`config.mk`:
```
export PLATFORM = sky130hd
export DESIGN_NAME = phase_select
export DESIGN_NICKNAME = d
export VERILOG_FILES = /design/src/rtl/phase_select_pkg.sv /design/src/rtl/phase_select_argmax_sel.sv /design/src/rtl/phase_select.sv
export SDC_FILE = /design/constraint.sdc
export NUM_CORES = 1
export LEC_CHECK = 0
export ABC_CLOCK_PERIOD_IN_PS = 10350
export CAP_MARGIN = 20
export CORE_UTILIZATION = 60
export CTS_CLUSTER_SIZE = 25
export DETAILED_ROUTE_END_ITERATION = 12
export PLACE_DENSITY = 0.77
export SYNTH_ARGS = -nofsm -noshare
export SYNTH_HDL_FRONTEND = slang
export SYNTH_HIERARCHICAL = 1
export SYNTH_SLANG_ARGS = --single-unit
export TNS_END_PERCENT = 20
```
`constraint.sdc`:
```
create_clock -name clock -period 10.35 [get_ports clock]
set_input_delay 3.105 -clock clock [delete_from_list [all_inputs] [get_ports clock]]
set_output_delay 3.105 -clock clock [all_outputs]
set_load 0.01 [all_outputs]
```
`src/rtl/phase_select_pkg.sv`:
```
// Shared types and default sizing for the symbol-phase selector.
// The FSM state encoding lives here so the top and any observers agree on it.
package phase_select_pkg;

    typedef enum logic [1:0] {
        IDLE   = 2'd0,
        SYNC   = 2'd1,
        ACCUM  = 2'd2,
        DECIDE = 2'd3
    } state_t;

    localparam int DEF_NB       = 8;
    localparam int DEF_OS       = 4;
    localparam int DEF_LOG2_WIN = 10;
    localparam int DEF_NB_ACC   = 24;

endpackage

```
`src/rtl/phase_select_argmax_sel.sv`:
```
// Combinational arg-max over OS per-phase energy accumulators.
// A strict greater-than compare keeps the lowest index on ties.
module argmax_sel
    import phase_select_pkg::*;
#(
    parameter int OS     = DEF_OS,
    parameter int NB_ACC = DEF_NB_ACC
) (
    input  logic [OS-1:0][NB_ACC-1:0] acc,
    output logic [$clog2(OS)-1:0]     idx
);

    localparam int IW = $clog2(OS);

    logic [NB_ACC-1:0] best;

    always_comb begin
        best = acc[0];
        idx  = '0;
        for (int i = 1; i < OS; i++) begin
            if (acc[i] > best) begin
                best = acc[i];
                idx  = IW'(i);
            end
        end
    end

endmodule

```
`src/rtl/phase_select.sv`:
```
// Picks the sampling phase with the largest |sample| energy over a window of symbols.
// Optional macro PHASE_SELECT_HYST_EN adds 1/8 hysteresis to offset changes while locked.
module phase_select
    import phase_select_pkg::*;
#(
    parameter int NB       = DEF_NB,
    parameter int OS       = DEF_OS,
    parameter int LOG2_WIN = DEF_LOG2_WIN,
    parameter int NB_ACC   = DEF_NB_ACC
) (
    input  logic                   clock,
    input  logic                   i_reset,
    input  logic                   i_enable,
    input  logic                   i_valid,
    input  logic signed [NB-1:0]   i_sample,
    output logic [$clog2(OS)-1:0]  o_offset,
    output logic                   o_lock
);

    localparam int IW = $clog2(OS);
    localparam logic [LOG2_WIN-1:0] SYM_LAST = '1;

    state_t                state_reg, state_next;
    logic [IW-1:0]         phase_reg, phase_next;
    logic [LOG2_WIN-1:0]   sym_cnt_reg, sym_cnt_next;
    logic [IW-1:0]         offset_reg, offset_next;
    logic                  lock_reg, lock_next;

    logic [NB_ACC-1:0]         acc_reg [OS];
    logic [OS-1:0][NB_ACC-1:0] acc_bus;
    logic [NB-2:0]             mag;
    logic [IW-1:0]             cur_phase;
    logic [IW-1:0]             add_idx;
    logic                      acc_add;
    logic                      acc_clear;
    logic [IW-1:0]             best_idx;

    // Saturating magnitude: the most negative code folds onto the largest positive one.
    always_comb begin
        if (!i_sample[NB-1])
            mag = i_sample[NB-2:0];
        else if (i_sample[NB-2:0] == '0)
            mag = '1;
        else
            mag = ~i_sample[NB-2:0] + 1'b1;
    end

    assign cur_phase = i_valid ? '0 : phase_reg + 1'b1;

    always_comb begin
        for (int i = 0; i < OS; i++)
            acc_bus[i] = acc_reg[i];
    end

    argmax_sel #(
        .OS     (OS),
        .NB_ACC (NB_ACC)
    ) u_argmax (
        .acc (acc_bus),
        .idx (best_idx)
    );

`ifdef PHASE_SELECT_HYST_EN
    logic [NB_ACC-1:0] cur_acc;
    logic [NB_ACC:0]   hyst_thr;
    logic              hyst_pass;

    assign cur_acc   = acc_reg[offset_reg];
    assign hyst_thr  = {1'b0, cur_acc} + {1'b0, (cur_acc >> 3)};
    assign hyst_pass = {1'b0, acc_reg[best_idx]} > hyst_thr;
`endif

    always_comb begin
        state_next   = state_reg;
        phase_next   = phase_reg;
        sym_cnt_next = sym_cnt_reg;
        offset_next  = offset_reg;
        lock_next    = lock_reg;
        acc_add      = 1'b0;
        acc_clear    = 1'b0;
        add_idx      = '0;

        case (state_reg)
            IDLE: begin
                if (i_enable)
                    state_next = SYNC;
            end
            SYNC: begin
                if (i_valid) begin
                    acc_add      = 1'b1;
                    add_idx      = '0;
                    phase_next   = '0;
                    sym_cnt_next = '0;
                    state_next   = ACCUM;
                end
            end
            ACCUM: begin
                phase_next = cur_phase;
                // The strobe that closes the window belongs to no window.
                if (i_valid && sym_cnt_reg == SYM_LAST) begin
                    state_next = DECIDE;
                end else begin
                    acc_add = 1'b1;
                    add_idx = cur_phase;
                    if (i_valid)
                        sym_cnt_next = sym_cnt_reg + 1'b1;
                end
            end
            DECIDE: begin
                acc_clear  = 1'b1;
                lock_next  = 1'b1;
                state_next = SYNC;
`ifdef PHASE_SELECT_HYST_EN
                if (!lock_reg || hyst_pass)
                    offset_next = best_idx;
`else
                offset_next = best_idx;
`endif
            end
            default: state_next = IDLE;
        endcase

        if (!i_enable) begin
            state_next   = IDLE;
            phase_next   = '0;
            sym_cnt_next = '0;
            lock_next    = 1'b0;
            acc_clear    = 1'b1;
            acc_add      = 1'b0;
        end
    end

    always_ff @(posedge clock or negedge i_reset) begin
        if (!i_reset) begin
            state_reg   <= IDLE;
            phase_reg   <= '0;
            sym_cnt_reg <= '0;
            offset_reg  <= '0;
            lock_reg    <= 1'b0;
        end else begin
            state_reg   <= state_next;
            phase_reg   <= phase_next;
            sym_cnt_reg <= sym_cnt_next;
            offset_reg  <= offset_next;
            lock_reg    <= lock_next;
        end
    end

    generate
        for (genvar gi = 0; gi < OS; gi++) begin : g_acc
            logic [NB_ACC:0] sum;
            logic            hit;

            assign sum = {1'b0, acc_reg[gi]} + {{(NB_ACC + 2 - NB){1'b0}}, mag};
            assign hit = acc_add && (add_idx == IW'(gi));

            always_ff @(posedge clock or negedge i_reset) begin
                if (!i_reset)
                    acc_reg[gi] <= '0;
                else if (acc_clear)
                    acc_reg[gi] <= '0;
                else if (hit)
                    acc_reg[gi] <= sum[NB_ACC] ? {NB_ACC{1'b1}} : sum[NB_ACC-1:0];
            end
        end
    endgenerate

    assign o_offset = offset_reg;
    assign o_lock   = lock_reg;

endmodule

```
Word level (Yosys, flattened, before mapping) --
Cells that the tools add are included.
Word-level totals: register bits after elaboration 113, input port bits 12, output and inout bits 3, word-level logic and storage cells 91
Operators by class: add/subtract/negate cells 7, magnitude comparators 3, equality and inequality tests 13, mux-type cells 42, bitwise gates (word level) 1, reductions and logical operators 16
Operator list (count):
- $mux W24 | 14
- $add A24 B7 Y25 | 4
- $gt A24 B24 Y1 | 3
- $mux W10 | 4
- $mux W2 | 10
- $pmux W10 S2 | 1
- $mux W7 | 2
- $ne A3 B3 Y1 const B | 4
- $add A10 B1 Y10 const B | 1
- $eq A10 B10 Y1 const B | 1
- $eq A2 B2 Y1 const B | 4
- $mux W1 | 8
- $reduce_bool A2 Y1 | 4
- $add A7 B1 Y7 const B | 1
- $logic_not A7 Y1 | 1
- $not A7 Y7 | 1
- $pmux W2 S3 | 1
- $logic_and A1 B1 Y1 | 5
- $eq A2 B1 Y1 const B | 2
- $logic_not A2 Y1 | 2
- $pmux W2 S2 | 1
- $reduce_and A2 Y1 | 2
- $reduce_and A4 Y1 | 1
- $ne A3 B1 Y1 const B | 1
- 4 further kinds | 4

Depth between registers and ports, before layout --
Gate-level depths: netlist (run 1).
word-level depth 8, gate-level depth with buffers 27, mapped depth without buffers 23

Modules after synthesis --
Netlist (run 1), hierarchy kept.
By module, submodules not included:
- phase_select | instances 1, cells each 798, area an instance 7314.5 sq um
- argmax_sel | instances 1, cells each 398, area an instance 2850.2 sq um

Worst setup path after synthesis (run 1) --
No wires, ideal clock.
kind input port to flip-flop, start point input i_sample[0], end point register acc_reg, in the netlist acc_bus[64], setup time 0.099 ns, arrival time 6.166 ns, data required time 10.251 ns, setup slack 4.085 ns, stages on the path 16, buffers on the path 1, cell sequence inv_1 > ha_1 > nand2_1 > or3_1 > or3b_1 > clkbuf_1 > nand2_1 > ha_1 > inv_1 > fa_1 > nor2b_4 > o31a_1 > o31ai_4 > a21oi_1 > a41oi_1 > a311oi_1
On the way: longest elaborated chain between the ends 8, elaborated cells between the ends (all ways) 9
RTL lines:
- start, declared | line phase_select.sv:15 | input logic signed [NB-1:0] i_sample,
- $not A7 Y7 | line phase_select.sv:45 | mag = ~i_sample[NB-2:0] + 1'b1;
- $add A7 B1 Y7 | line phase_select.sv:45
- $mux W7 | line phase_select.sv:42 | else if (i_sample[NB-2:0] == '0)
- $mux W7 * | line phase_select.sv:40 | if (!i_sample[NB-1])
- $add A24 B7 Y25 * | line phase_select.sv:154 | assign sum = {1'b0, acc_reg[gi]} + {{(NB_ACC + 2 - NB){1'b0}}, mag};
- $mux W24 * | line phase_select.sv:163 | acc_reg[gi] <= sum[NB_ACC] ? {NB_ACC{1'b1}} : sum[NB_ACC-1:0];
- $mux W24 * | line phase_select.sv:162 | else if (hit)
- $mux W24 * | line phase_select.sv:160 | else if (acc_clear)
- end signal, assigned by index | line phase_select.sv:163
- end, declared | line phase_select.sv:29 | logic [NB_ACC-1:0] acc_reg [OS];
Every way passes the cells marked *; elsewhere a longest branch is shown, timed or not. The select of a mux whose other input is x is not followed. A chain may end at the register's enable or synchronous reset.

Worst setup path in the final report (run 1) --
start point input i_sample[1], end point register acc_reg, in the netlist acc_bus[21]
Same word-level chain as after synthesis.

==> results of run 1 <==
cell families (layout without fill, tap and decap cells):
| family | after synthesis | count (layout) | synth area share [%] |
|---|---|---|---|
| simple gates | 405 | 405 | 21.3 |
| mux | 31 | 31 | 3.09 |
| flops | 113 | 113 | 27.8 |
| buf+inv | 133 | 139 | 5.48 |
| xor+xnor | 29 | 29 | 2.50 |
| compound gates | 376 | 376 | 26.1 |
| fa+ha+maj | 109 | 109 | 13.7 |
area by class of cell:
type                            instances  area [sq um]  share of cell area (%)
Multi-Input combinational cell        950          6800                    61.4
Sequential cell                       113          2830                    25.5
Tap cell                              220           275                    2.49
Inverter                               82           308                    2.78
Clock buffer                           21           460                    4.16
Clock inverter                         11           184                    1.66
Timing Repair Buffer                   25           220                    1.99
routing by layer:
layer / GRT usage (%) / part of all wire [%] / vias to the layer above
met5: 0 / 0 / -
met3: 6.50 / 8.3 / 67
met4: 13.3 / 2.5 / 0
met1: 43.5 / 43 / 4573
li1: - / - / 4483
met2: 53.9 / 47 / 476
where the power goes:
part,leakage [nW],switching (mW),total (mW),internal [mW]
combinational,3.04,0.651,0.957,0.306
clock,0.321,0.219,0.657,0.438
sequential,1.57,0.0216,0.482,0.460
layout by cell type (no fill, tap or decap), types with 6 or more instances in the layout:
master	count
sky130_fd_sc_hd__a211oi_1	14
sky130_fd_sc_hd__nand3_1	37
sky130_fd_sc_hd__xor2_1	17
sky130_fd_sc_hd__mux2i_1	28
sky130_fd_sc_hd__clkdlybuf4s50_1	13
sky130_fd_sc_hd__and3_1	27
sky130_fd_sc_hd__a31oi_1	27
sky130_fd_sc_hd__clkbuf_16	17
sky130_fd_sc_hd__and2_1	11
sky130_fd_sc_hd__o21ai_0	60
sky130_fd_sc_hd__xnor2_1	12
sky130_fd_sc_hd__nand2b_1	6
sky130_fd_sc_hd__nand2_1	108
sky130_fd_sc_hd__o211ai_1	16
sky130_fd_sc_hd__buf_4	12
sky130_fd_sc_hd__ha_1	105
sky130_fd_sc_hd__a21o_1	25
sky130_fd_sc_hd__and4_1	7
sky130_fd_sc_hd__nor2_1	78
sky130_fd_sc_hd__inv_1	80
sky130_fd_sc_hd__a21oi_1	101
sky130_fd_sc_hd__nand4_1	55
sky130_fd_sc_hd__dfrtp_1	113
sky130_fd_sc_hd__o21a_1	18
sky130_fd_sc_hd__nor3_1	22
sky130_fd_sc_hd__a311oi_1	18
sky130_fd_sc_hd__o211ai_2	21
critical path, stage by stage:
cell,delay [ns]
sky130_fd_sc_hd__clkdlybuf4s50_1,0.44
sky130_fd_sc_hd__inv_1,0.09
sky130_fd_sc_hd__ha_1,0.16
sky130_fd_sc_hd__nand2_1,0.07
sky130_fd_sc_hd__or3_1,0.32
sky130_fd_sc_hd__or3b_1,0.47
sky130_fd_sc_hd__nand2_1,0.21
sky130_fd_sc_hd__ha_1,0.24
sky130_fd_sc_hd__inv_1,0.06
sky130_fd_sc_hd__fa_1,0.39
sky130_fd_sc_hd__nand2b_1,0.19
sky130_fd_sc_hd__a21oi_1,0.32
sky130_fd_sc_hd__o2111ai_1,0.55
sky130_fd_sc_hd__and2_1,0.48
sky130_fd_sc_hd__and4_1,0.25
sky130_fd_sc_hd__nor3_2,0.14
worst max-delay path by stage:
stage	startpoint	to	slack [ns]	cells past startpoint
after floorplan	i_sample[0]	acc_bus[64]	4.08	16
after global placement	i_sample[0]	acc_bus[21]	2.97	16
after detailed placement	i_sample[1]	acc_bus[21]	2.79	16
after CTS	i_sample[1]	acc_bus[21]	3.26	16
after global routing	i_sample[0]	acc_bus[21]	2.93	16
final	i_sample[1]	acc_bus[21]	3.23	16
through the flow:
| stage | cell area (sq um) | hold slack, ns | util (%) |
|---|---|---|---|
| 6_report | 11100 | 0.505 | 66.8 |
| 5_1_grt | 11100 | 0.531 | 66.8 |
| 4_1_cts | 11100 | 0.516 | 66.8 |
| 3_5_place_dp | 10400 | 0.504 | 62.9 |
| 3_3_place_gp | 10400 | 0.482 | 62.9 |
| 2_1_floorplan | 10200 | 0.470 | - |
==> load_flow_metrics.sql, run 1 <==
INSERT INTO impl_metrics (metric_group, metric, value, unit) VALUES
('clock_tree', 'htree_levels', '4', ''),
('clock_tree', 'clkSlewWorstSetupHoldPaths', '0.05', 'ns'),
('clock_tree', 'clockRootBuffer', 'sky130_fd_sc_hd__clkbuf_16', ''),
('floorplanning', 'initial_core_util', '61.3', '%'),
('setup_path', 'critical_path.max_fanout', '12', ''),
('routing', 'drt-total-wl', '28100', 'microns'),
('clock_tree', 'cts.sinks', '113', ''),
('floorplanning', 'dieHeight', '132', 'microns'),
('floorplanning', 'core_region_area', '0.0166', 'sq mm'),
('setup_path', 'cp_data_arrival_time', '7.48', 'ns'),
('clock_tree', 'cts_post_setup_buffers_inserted', '0', ''),
('timing', 'report.final.setup_viol', '0', ''),
('setup_path', 'critPathLaunchType', 'input port', ''),
('routing', 'detail_route.iter0.violations', '996', ''),
('timing', 'period_needed', '7.12', 'ns'),
('yosys', 'synth_most_common_cell', 'sky130_fd_sc_hd__dfrtp_1', ''),
('timing', 'final.setup.tns', '0', 'ns'),
('yosys', 'syn_nets', '1317', ''),
('floorplanning', 'die_x', '132', 'microns'),
('power_and_ir_drop', 'ir_drop', '0.179', 'mV'),
('floorplanning', 'ioPinCount', '15', ''),
('clock_tree', 'clk_latency', '0.43', 'ns'),
('yosys', 'synth.top_cells.by_count', 'sky130_fd_sc_hd__dfrtp_1 (113), sky130_fd_sc_hd__nand2_1 (108), sky130_fd_sc_hd__ha_1 (105), sky130_fd_sc_hd__a21oi_1 (101), sky130_fd_sc_hd__inv_1 (80)', ''),
('yosys', 'synth_warnings', '6', ''),
('global_route', 'antenna_found_initial', '0', ''),
('yosys', 'synth_edf_count', '0', ''),
('power_and_ir_drop', 'power_per_cell_area', '189', 'mW/mm^2'),
('global_route', 'gr-total-overflow', '0', ''),
('status', 'result_of_the_run', 'finished, final reports clean', ''),
('floorplanning', 'dieArea', '0.0175', 'sq mm'),
('setup_path', 'critical_path_required', '10.70', 'ns'),
('hold_path', 'worstHoldEndpoint', 'o_lock', ''),
('yosys', 'synthCells', '1196', ''),
('setup_path', 'crit_path_end_kind', 'register', ''),
('timing', 'rsz0062_at_grt', 'no', ''),
('timing', 'fin_ws', '3.23', 'ns'),
('timing', 'fin_crit_sh', '68.8', '%'),
('clock_tree', 'cts_bufs_inserted', '17', ''),
('clock_tree', 'postCtsHoldBufs', '0', ''),
('timing', 'slew_violations', '0', ''),
('placed_design', 'place.detailed.instances', '1390', ''),
('routing', 'detail_route.wl_per_cell', '19.8', 'microns'),
('yosys', 'synth.avg_cell_area', '8.50', 'sq um'),
('cells_and_area', 'fillerInstances', '1372', ''),
('global_route', 'grt_max_degree', '70', ''),
('routing', 'dr.pass1.iters', '5', ''),
('yosys', 'synth_largest_area_cell', 'sky130_fd_sc_hd__dfrtp_1', ''),
('yosys', 'netlist.area_leader.share', '27.8', '%'),
('power_and_ir_drop', 'power.total', '2.10', 'mW'),
('setup_path', 'reg2reg_depth', '25', ''),
('cells_and_area', 'drive_gt1_share', '9.90', '%'),
('routing', 'antenna_violating_nets_post_route', '0', ''),
('timing', 'timing.max_slew.rel_slack', '36.1', '%'),
('routing', 'routed-via-count', '9599', ''),
('global_route', 'grt_pass1_wl', '45900', 'microns'),
('placed_design', 'place.detailed.hpwl', '19800', 'microns'),
('placed_design', 'dpl_worst_slack', '2.79', 'ns'),
('clock_tree', 'cts_tree', 'yes', ''),
('cells_and_area', 'layout.cells.non_filler', '1422', ''),
('yosys', 'seq_area_frac_synth', '27.8', '%'),
('cells_and_area', 'nets', '1310', ''),
('timing', 'final.setup_skew', '0.00775', 'ns'),
('yosys', 'ys_types', '90', ''),
('global_route', 'groute.usage.overall', '33.2', '%'),
('floorplanning', 'std_cell_rows', '47', ''),
('power_and_ir_drop', 'total_leakage_power', '4.93', 'nW'),
('cells_and_area', 'antenna_cells', '0', ''),
('setup_path', 'regToRegSetupSlack', '3.37', 'ns'),
('global_route', 'grt_pass1_vias', '8962', ''),
('setup_path', 'worstSetupPathType', 'input port to register', ''),
('yosys', 'synthArstFlopShare', '100', '%');
Power figures use the tool's default switching activity.
==> run 2, diff against run 1 <==
--- a/config.mk
+++ b/config.mk
@@ -5,12 +5,12 @@
 export SDC_FILE = /design/constraint.sdc
 export NUM_CORES = 1
 export LEC_CHECK = 0
-export ABC_CLOCK_PERIOD_IN_PS = 10350
+export ABC_CLOCK_PERIOD_IN_PS = 5840
 export CAP_MARGIN = 20
-export CORE_UTILIZATION = 60
+export CORE_UTILIZATION = 58
 export CTS_CLUSTER_SIZE = 25
 export DETAILED_ROUTE_END_ITERATION = 12
-export PLACE_DENSITY = 0.77
+export PLACE_DENSITY = 0.78
 export SYNTH_ARGS = -nofsm -noshare
 export SYNTH_HDL_FRONTEND = slang
 export SYNTH_HIERARCHICAL = 1
==> constraint.sdc (replaced) <==
create_clock -name clock -period 5.84 [get_ports clock]
set_input_delay 1.752 -clock clock [delete_from_list [all_inputs] [get_ports clock]]
set_output_delay 1.752 -clock clock [all_outputs]
set_load 0.01 [all_outputs]
==> load_flow_metrics.sql, run 2 (same netlist as run 1, synthesis figures left out) <==
INSERT INTO impl_metrics (metric_group, metric, value, unit) VALUES
('cells_and_area', 'largest_reg_flops', '96', ''),
('cells_and_area', 'drive_gt1_share', '18.2', '%'),
('clock_tree', 'clock_path_buffers', '2', ''),
('run', 'timing.max_cap.violations', '0', ''),
('floorplanning', 'core_region_area', '0.0172', 'sq mm'),
('floorplanning', 'ioPinCount', '15', ''),
('cells_and_area', 'layout_common_cells', 'sky130_fd_sc_hd__dfrtp_1 (113), sky130_fd_sc_hd__nand2_1 (108), sky130_fd_sc_hd__a21oi_1 (97)', ''),
('global_route', 'groute.usage.overall', '34.9', '%'),
('setup_path', 'crit_path_cell_trace', 'ha_4, nand4_1, or4_4, a211o_1, and4_4, buf_4, o211ai_1, inv_1, ha_1, and4_1, a221oi_2, o211ai_1, o21ai_4, buf_12, buf_4, mux2i_1, ha_1, a21o_1, a21oi_1, o21ai_1, nor3_2, o21ai_1, mux2_2', ''),
('floorplanning', 'dieHeight', '134', 'microns'),
('timing', 'slew_violations', '0', ''),
('cells_and_area', 'antenna_cells', '0', ''),
('timing', 'worst-slew-pin-transition', '0.697', 'ns'),
('timing', 'fin_ws', '-0.0241', 'ns'),
('timing', 'final.setup.tns', '-0.0241', 'ns'),
('routing', 'via_count_normalized_by_instance_count', '6.83', ''),
('setup_path', 'cp_data_arrival_time', '6.18', 'ns'),
('timing', 'timing.max_slew.rel_slack', '53.5', '%'),
('cells_and_area', 'nets', '1386', ''),
('routing', 'detail_route.iter0.violations', '1069', ''),
('global_route', 'grt_pass1_vias', '9484', ''),
('routing', 'antenna_violating_nets_post_route', '0', ''),
('setup_path', 'critical_path_required', '6.16', 'ns'),
('timing', 'report.final.setup_viol', '1', ''),
('floorplanning', 'initial_core_util', '59.2', '%'),
('routing', 'routed-via-count', '10300', ''),
('setup_path', 'max_stage_delay', '0.60', 'ns'),
('cells_and_area', 'final_core_utilization', '69.6', '%'),
('clock_tree', 'postCtsHoldBufs', '0', ''),
('placed_design', 'buffer_ports.inserted', '14', ''),
('clock_tree', 'cts_tree', 'yes', ''),
('clock_tree', 'clockRootBuffer', 'sky130_fd_sc_hd__clkbuf_16', ''),
('timing', 'hold_ws', '0.491', 'ns'),
('global_route', 'antenna_found_initial', '0', ''),
('floorplanning', 'die_x', '134', 'microns'),
('setup_path', 'critical_path.max_fanout', '7', ''),
('timing', 'final.setup_skew', '0.0113', 'ns'),
('cells_and_area', 'layout.cells.non_filler', '1503', ''),
('clock_tree', 'clk_latency', '0.44', 'ns'),
('timing', 'final_hold_viol_count', '0', ''),
('power_and_ir_drop', 'total_leakage_power', '5.22', 'nW'),
('setup_path', 'critPathLaunchType', 'register', ''),
('cells_and_area', 'layout_commonest_cell', 'sky130_fd_sc_hd__dfrtp_1', ''),
('hold_path', 'class_of_the_tightest_hold_or_removal_check', 'register to register', ''),
('global_route', 'grt_pass1_wl', '49200', 'microns'),
('routing', 'drc', '0', ''),
('floorplanning', 'dieArea', '0.0181', 'sq mm'),
('placed_design', 'dpl_worst_slack', '-0.0940', 'ns'),
('setup_path', 'crit_path_end_kind', 'register', ''),
('status', 'result_of_the_run', 'complete, but fails checks', ''),
('global_route', 'gr-total-overflow', '0', ''),
('setup_path', 'regToRegSetupSlack', '-0.02', 'ns'),
('timing', 'period_needed', '5.86', 'ns'),
('cells_and_area', 'area_delta_synth_final', '17.6', '%'),
('floorplanning', 'std_cell_rows', '48', ''),
('routing', 'drt-total-wl', '31600', 'microns'),
('placed_design', 'gp_weighted_congestion', '1.01', ''),
('global_route', 'grt_max_degree', '45', ''),
('placed_design', 'placed_cell_areas', '0.0109', 'sq mm'),
('timing', 'fin_crit_sh', '100', '%'),
('power_and_ir_drop', 'ir_drop', '0.296', 'mV'),
('placed_design', 'place.detailed.hpwl', '22200', 'microns'),
('placed_design', 'place.detailed.instances', '1452', ''),
('clock_tree', 'cts_bufs_inserted', '17', ''),
('routing', 'dr.pass1.iters', '8', ''),
('setup_path', 'worstSetupPathType', 'register to register', ''),
('clock_tree', 'cts.sinks', '113', ''),
('clock_tree', 'htree_levels', '4', ''),
('status', 'failed_checks', 'negative setup slack', ''),
('power_and_ir_drop', 'power.total', '4.24', 'mW'),
('routing', 'detail_route.wl_per_cell', '21.0', 'microns'),
('cells_and_area', 'final_area', '0.0120', 'sq mm'),
('clock_tree', 'clkSlewWorstSetupHoldPaths', '0.06', 'ns'),
('setup_path', 'critPathSlowestCell', 'sky130_fd_sc_hd__or4_4', ''),
('timing', 'maxClockFrequency', '171', 'MHz'),
('power_and_ir_drop', 'power_per_cell_area', '355', 'mW/mm^2');
run 2: worst max-delay path: cells and delay by family, from the launching register on:
family,cells,cell delay (ns)
adder cells (fa/ha/maj),3,0.92
multiplexers,2,0.56
buffers and inverters,4,0.57
AO/OA/AOI/OAI,9,1.77
AND/OR/NAND/NOR,5,1.47
flip-flops,1,0.43
run 2: path summary, 6_finish.rpt:
check,from,depth (start not counted),endpoint
max in group asynchronous,i_reset,2,acc_bus[10]
max reg2reg,acc_bus[39],23,o_offset[1]
min reg2reg,o_lock,2,o_lock
min in group asynchronous,i_reset,1,acc_bus[84]
max,acc_bus[39],23,o_offset[1]
min,o_lock,2,o_lock
run 2: timing repair:
item / in CTS / in global routing
gates resized for setup: 15 / 52
setup buffers: 8 / 11
setup endpoints to repair: 2 / 2
pin swaps: 4 / 35
gates cloned: 1 / 1
run 2: area by class of cell:
| cell class | count | area (sq um) |
|---|---|---|
| Clock buffer | 18 | 429 |
| Clock inverter | 14 | 156 |
| Fill cell | 1294 | 5230 |
| Inverter | 82 | 308 |
| Multi-Input combinational cell | 951 | 7120 |
| Sequential cell | 113 | 2830 |
| Tap cell | 225 | 282 |
| Timing Repair Buffer | 100 | 826 |
run 2: layer usage:
metal | GRT usage (%) | wire length (microns)
met1 | 45.5 | 13000
met2 | 55.8 | 14600
met3 | 7.26 | 2650
met4 | 15.4 | 1350
met5 | 0 | 0
run 2: power breakdown:
part / internal [mW] / switching [mW] / leakage [nW]
clock: 0.633 / 0.431 / 0.274
combinational: 1.02 / 1.30 / 3.38
sequential: 0.815 / 0.0454 / 1.57
